**config.mk**
```make
export PLATFORM = sky130hd
export DESIGN_NAME = fetch_queue
export DESIGN_NICKNAME = d
export VERILOG_FILES = /design/src/rtl/riscv_pkg.sv /design/src/rtl/fetch_fifo.sv /design/src/rtl/fetch_queue.sv
export SDC_FILE = /design/constraint.sdc
export NUM_CORES = 1
export LEC_CHECK = 0
export ABC_AREA = 0
export CAP_MARGIN = 20
export CORE_MARGIN = 2
export CORE_UTILIZATION = 40
export CTS_CLUSTER_SIZE = 8
export DETAILED_ROUTE_END_ITERATION = 8
export PLACE_DENSITY = 0.72
export SLEW_MARGIN = 20
export SYNTH_ARGS = -nofsm -noshare
export SYNTH_HDL_FRONTEND = slang
export SYNTH_HIERARCHICAL = 1
export SYNTH_SLANG_ARGS = --single-unit
```
**constraint.sdc**
```tcl
create_clock -name clk -period 4 [get_ports clk]
set_clock_uncertainty 0.2 [all_clocks]
set_input_delay 1.2 -clock clk [delete_from_list [all_inputs] [get_ports clk]]
set_output_delay 1.2 -clock clk [all_outputs]
set_load 0.05 [all_outputs]
```
**src/rtl/riscv_pkg.sv**
```systemverilog
// Shared types and constants for the instruction fetch path.
// A fetch entry is one instruction word tagged with the address it came from.
package riscv_pkg;

    localparam int XLEN    = 32;
    localparam int INSTR_W = 32;
    localparam int ENTRY_W = INSTR_W + XLEN;

    localparam logic [INSTR_W-1:0] NOP_INSTR        = 32'h0000_0013;
    localparam logic [XLEN-1:0]    DEFAULT_RESET_PC = 32'h0000_0000;

    typedef struct packed {
        logic [INSTR_W-1:0] instr;
        logic [XLEN-1:0]    pc;
    } fetch_entry_t;

    // Force an address onto a 32-bit word boundary.
    function automatic logic [XLEN-1:0] align_word(input logic [XLEN-1:0] addr);
        return {addr[XLEN-1:2], 2'b00};
    endfunction

endpackage

```
**src/rtl/fetch_fifo.sv**
```systemverilog
// Synchronous FIFO of fetch entries with a flush that outranks push.
// The head entry is read straight out of storage, so it is a registered value.
module fetch_fifo
    import riscv_pkg::*;
#(
    parameter int DEPTH = 4,
    localparam int AW   = $clog2(DEPTH),
    localparam int CW   = AW + 1
)(
    input  logic               clk,
    input  logic               rstn,
    input  logic               push,
    input  logic [ENTRY_W-1:0] push_data,
    input  logic               pop,
    input  logic               flush,
    output logic [CW-1:0]      count,
    output logic [ENTRY_W-1:0] head
);

    logic [ENTRY_W-1:0] mem_r [DEPTH];
    logic [AW-1:0]      wr_ptr_r;
    logic [AW-1:0]      rd_ptr_r;
    logic [CW-1:0]      count_r;
    logic               do_push_s;
    logic               do_pop_s;

    // Qualify requests: never pop empty, only push into full alongside a pop.
    always_comb begin
        do_pop_s  = pop && (count_r != {CW{1'b0}});
        do_push_s = push && ((count_r != CW'(DEPTH)) || do_pop_s);
    end

    // Pointer and occupancy tracking; pointers wrap naturally at the power-of-two depth.
    always_ff @(posedge clk or negedge rstn) begin
        if (!rstn) begin
            wr_ptr_r <= {AW{1'b0}};
            rd_ptr_r <= {AW{1'b0}};
            count_r  <= {CW{1'b0}};
        end else if (flush) begin
            wr_ptr_r <= {AW{1'b0}};
            rd_ptr_r <= {AW{1'b0}};
            count_r  <= {CW{1'b0}};
        end else begin
            if (do_push_s) begin
                wr_ptr_r <= wr_ptr_r + AW'(1);
            end
            if (do_pop_s) begin
                rd_ptr_r <= rd_ptr_r + AW'(1);
            end
            case ({do_push_s, do_pop_s})
                2'b10:   count_r <= count_r + CW'(1);
                2'b01:   count_r <= count_r - CW'(1);
                default: count_r <= count_r;
            endcase
        end
    end

    // Entry storage; cleared on reset so the head reads as zero afterwards.
    always_ff @(posedge clk or negedge rstn) begin
        if (!rstn) begin
            for (int i = 0; i < DEPTH; i++) begin
                mem_r[i] <= {ENTRY_W{1'b0}};
            end
        end else if (!flush && do_push_s) begin
            mem_r[wr_ptr_r] <= push_data;
        end
    end

    assign count = count_r;
    assign head  = mem_r[rd_ptr_r];

endmodule

```
**src/rtl/fetch_queue.sv**
```systemverilog
// Instruction fetch unit: owns the PC, issues fixed-latency memory reads and
// buffers returned words for decode; a redirect flushes everything and restarts.
module fetch_queue
    import riscv_pkg::*;
#(
    parameter logic [31:0] RESET_PC = DEFAULT_RESET_PC,
    parameter int          DEPTH    = 4
)(
    input  logic        clk,
    input  logic        rstn,
    output logic        imem_req,
    output logic [31:0] imem_addr,
    input  logic [31:0] imem_rdata,
    input  logic        redirect_valid,
    input  logic [31:0] redirect_pc,
    output logic        instr_valid,
    output logic [31:0] instr,
    output logic [31:0] instr_pc,
    input  logic        instr_ready
);

    localparam int CW = $clog2(DEPTH) + 1;

    logic [XLEN-1:0]    pc_r;
    logic [XLEN-1:0]    req_pc_r;
    logic               inflight_r;
    logic               active_r;
    logic [CW-1:0]      count_s;
    logic [ENTRY_W-1:0] head_s;
    fetch_entry_t       head_entry_s;
    fetch_entry_t       push_entry_s;
    logic               credit_s;
    logic               kill_s;
    logic               req_s;
    logic               push_s;
    logic               pop_s;
    logic               valid_s;

    // Issue credit counts in-flight reads so a response always finds room;
    // active_r holds off the first request until the cycle after reset release.
    always_comb begin
        kill_s             = redirect_valid;
        credit_s           = ({1'b0, count_s} + {{CW{1'b0}}, inflight_r}) < (CW + 1)'(DEPTH);
        req_s              = active_r && !redirect_valid && credit_s;
        push_s             = inflight_r && !kill_s;
        valid_s            = (count_s != {CW{1'b0}}) && !redirect_valid;
        pop_s              = valid_s && instr_ready;
        push_entry_s.instr = imem_rdata;
        push_entry_s.pc    = req_pc_r;
        head_entry_s       = fetch_entry_t'(head_s);
    end

    // PC, request tracking and the post-reset start flag.
    always_ff @(posedge clk or negedge rstn) begin
        if (!rstn) begin
            pc_r       <= align_word(RESET_PC);
            req_pc_r   <= 32'h0000_0000;
            inflight_r <= 1'b0;
            active_r   <= 1'b0;
        end else begin
            active_r   <= 1'b1;
            inflight_r <= req_s;
            if (redirect_valid) begin
                pc_r <= align_word(redirect_pc);
            end else if (req_s) begin
                pc_r <= pc_r + 32'd4;
            end
            if (req_s) begin
                req_pc_r <= pc_r;
            end
        end
    end

    fetch_fifo #(
        .DEPTH (DEPTH)
    ) u_fifo (
        .clk       (clk),
        .rstn      (rstn),
        .push      (push_s),
        .push_data (push_entry_s),
        .pop       (pop_s),
        .flush     (redirect_valid),
        .count     (count_s),
        .head      (head_s)
    );

    assign imem_req    = req_s;
    assign imem_addr   = pc_r;
    assign instr_valid = valid_s;
    assign instr       = head_entry_s.instr;
    assign instr_pc    = head_entry_s.pc;

endmodule

```
==> out/results.tsv <==
stage	metric	value	unit
cts	clock_latency	570	ps
global_route	grt_usage	18.2	%
routing	final_antenna_net_count	0	
run_status	outcome	completed	
floorplanning	start_util	40.3	%
routing	wl_met3	2.38	mm
cts	clock-sinks	325	
logic_synthesis	ys.warnings.count	6	
logic_synthesis	synthesis.area	0.0159	mm²
global_route	grt_pass1_wl	59.2	mm
sta	finalCritPeriodShare	91.4	%
setup_path	critPathArrivalTime	2250	ps
cts	cts_tree	done	
global_route	grt_overflow	0	
sta	grt_setup_unrepaired	false	
setup_path	rr_startpoint	u_fifo/count[1]	
cells_and_area	final_cell_mix	dfrtp_1 (323), mux2_4 (240), nand2_1 (114), clkdlybuf4s50_1 (93), buf_4 (81)	
placement	gp_congestion	0.804	
floorplanning	die_h	204	µm
cts	hold_buffers	0	
sta	tightest_slew	747	ps
setup_path	worstSetupStartpointType	flip-flop	
logic_synthesis	synth_cell_types	62	
power_and_ir_drop	leakage	9.29	nW
logic_synthesis	yosysSeqAreaShare	51.1	%
cells_and_area	mostFrequentLayoutCell	dfrtp_1	
flow_run	max_cap_viol_count	0	
routing	viasPerCell	5.33	
logic_synthesis	async_flop_share	100	%
logic_synthesis	ys_ff_latch	325	
power_and_ir_drop	total_power	0.00963	W
sta	slew_viol_final	0	
global_route	grt_pass1_vias	10100	
sta	setup_tns	0	ps
logic_synthesis	synthFlopType	dfrtp_1	
cts	root_buffer	clkbuf_16	
logic_synthesis	avgSynthCellArea	15.4	µm²
setup_path	path_max_fanout	26	
sta	fin_crit	3650	ps
routing	vias	9273	
setup_path	critPathLaunch	u_fifo/rd_ptr_r[1]	
placement	dpl.hpwl	22.3	mm
worst_hold_path	min_from	u_fifo/mem_r[191]	
cells_and_area	nNetsFinal	1284	
floorplanning	rows	73	
setup_path	r2r_slack	1070	ps
cells_and_area	syn2layout_area_growth	19.2	%
routing	post_drt_wl_per_cell	21.1	µm
power_and_ir_drop	p_sw_share	31.1	%
routing	wl_met2	17.1	mm
routing	drt_iter0_drc	552	
floorplanning	core	0.0395	mm²
power_and_ir_drop	power.density	507	mW/mm²
floorplanning	fp.dieArea	0.0414	mm²
logic_synthesis	syn_inst	1031	
power_and_ir_drop	vdd_ir_drop_max	0.334	mV
routing	drt_wl_total	36.7	mm
setup_path	crit_type	reg2out	
cts	clockBufferDepth	3	
routing	dr.pass1.iters	5	
setup_path	worst_setup_path_end_kind	primary output	
power_and_ir_drop	seq_power_share	40.9	%
power_and_ir_drop	p_switching	0.00300	W
cells_and_area	layout-drive-gt1-share	39.5	%
cells_and_area	fin_util	48.0	%
cells_and_area	nFillCells	3355	
global_route	antenna_found_initial	0	
floorplanning	die_x	204	µm
logic_synthesis	synth_edf_count	0	
floorplanning	io_pins	166	
power_and_ir_drop	power_frac_comb	22.8	%
cells_and_area	antenna_cells	0	
global_route	grt_max_degree	77	
cts	clk_pin_slew_worst_paths	50	ps
placement	io_buffers	161	
sta	hold_viol_final	0	
cts	post-cts-setup-buffers	0	
routing	remaining_drc_errors	0	
setup_path	worstPathRequired	2600	ps
routing	wl_met1	16.6	mm
routing	routed.top_layer	met4	
sta	final-setup-viol-count	0	
power_and_ir_drop	internal-power	0.00663	W
sta	max_freq	274	MHz
cts	cts_made_buffers	46	
cts	h-tree-depth	2	
cts	ctsResizeCount	0	
sta	maxSlewHeadroom	50.0	%
worst_hold_path	hp-class	reg2reg	
power_and_ir_drop	clkPwrFrac	36.3	%
[synth_stat cells (4+ instances only)]
cell type / count / area (µm²)
xor2_1: 4 / 35.0
nand4_1: 10 / 62.6
o211ai_1: 10 / 75.1
nand3b_1: 5 / 37.5
nor2b_1: 7 / 43.8
nand2b_1: 5 / 31.3
nor3_1: 5 / 25.0
a221o_1: 8 / 80.1
buf_1: 4 / 15.0
nor3b_1: 4 / 30.0
a21oi_1: 10 / 50.1
ha_1: 5 / 62.6
mux2_1: 4 / 45.0
nand2_1: 114 / 428
nand3_1: 23 / 115
o21ai_0: 24 / 120
buf_2: 6 / 30.0
mux4_2: 64 / 1440
nor2_1: 16 / 60.1
dfrtp_1: 325 / 8130
or3_1: 6 / 37.5
clkbuf_1: 26 / 97.6
inv_1: 9 / 33.8
mux2_4: 240 / 3600
mux2_2: 13 / 146
buf_12: 28 / 561
[through the flow]
stage	setup slack, ps	area (µm²)	hold slack [ps]	std cells
final	345	19000	291	1741
after floorplan	49.8	16000	259	1040
after CTS	288	19000	295	1741
after global placement	409	17800	268	1687
after global routing	256	19000	306	1741
after detailed placement	395	17800	283	1687
[critical path, cell delays in order (launching register included)]
cell,delay [ps]
dfrtp_4,750
buf_4,340
mux4_2,370
buf_4,210
[flip-flops by register name, summed over array words and instances, names as in the netlist]
register         flops
active_r             1
u_fifo/mem_r       256
imem_addr           30
req_pc_r            30
u_fifo/wr_ptr_r      2
u_fifo/count         3
u_fifo/rd_ptr_r      2
inflight_r           1
[per-layer routing]
metal / up-vias / track usage (%)
li1: 4093 / -
met4: 0 / 4.85
met3: 57 / 5.27
met2: 259 / 28.1
met1: 4864 / 25.1
met5: - / 0
[kinds of logic after synthesis]
group / after synthesis / share of synthesized area [%]
fa+ha+maj: 6 / 0.519
buf+inv: 78 / 4.89
mux: 321 / 32.9
flops: 325 / 51.1
xor+xnor: 5 / 0.275
compound gates: 71 / 3.01
simple gates: 223 / 7.31
other cells: 2 / 0.0472
[power groups by stage]
stage / Combinational (W) / Sequential [W] / Clock (W)
after floorplan: 0.00145 / 0.00399 / 0
after global placement: 0.00218 / 0.00395 / 0
after detailed placement: 0.00222 / 0.00398 / 0
after CTS: 0.00222 / 0.00394 / 0.00360
after global routing: 0.00232 / 0.00398 / 0.00375
final: 0.00220 / 0.00394 / 0.00349
[area by class of cell]
cell class / count / area [µm²] / area share (%)
Multi-Input combinational cell: 637 / 7060 / 37.2
Clock buffer: 51 / 1170 / 6.16
Tap cell: 525 / 657 / 3.46
Sequential cell: 325 / 8140 / 42.9
Timing Repair Buffer: 191 / 1860 / 9.80
Clock inverter: 3 / 56.3 / 0.297
Inverter: 9 / 33.8 / 0.178
[final timing paths]
check | end | cells after the start
worst max-delay path | instr[10] | 3
worst min-delay path | u_fifo/mem_r[191] | 1
worst max register to register | u_fifo/count[2] | 9
worst min register to register | u_fifo/mem_r[191] | 1
max in group asynchronous | u_fifo/mem_r[104] | 2
min in group asynchronous | u_fifo/mem_r[45] | 1
(Power assumes the default switching activity.)
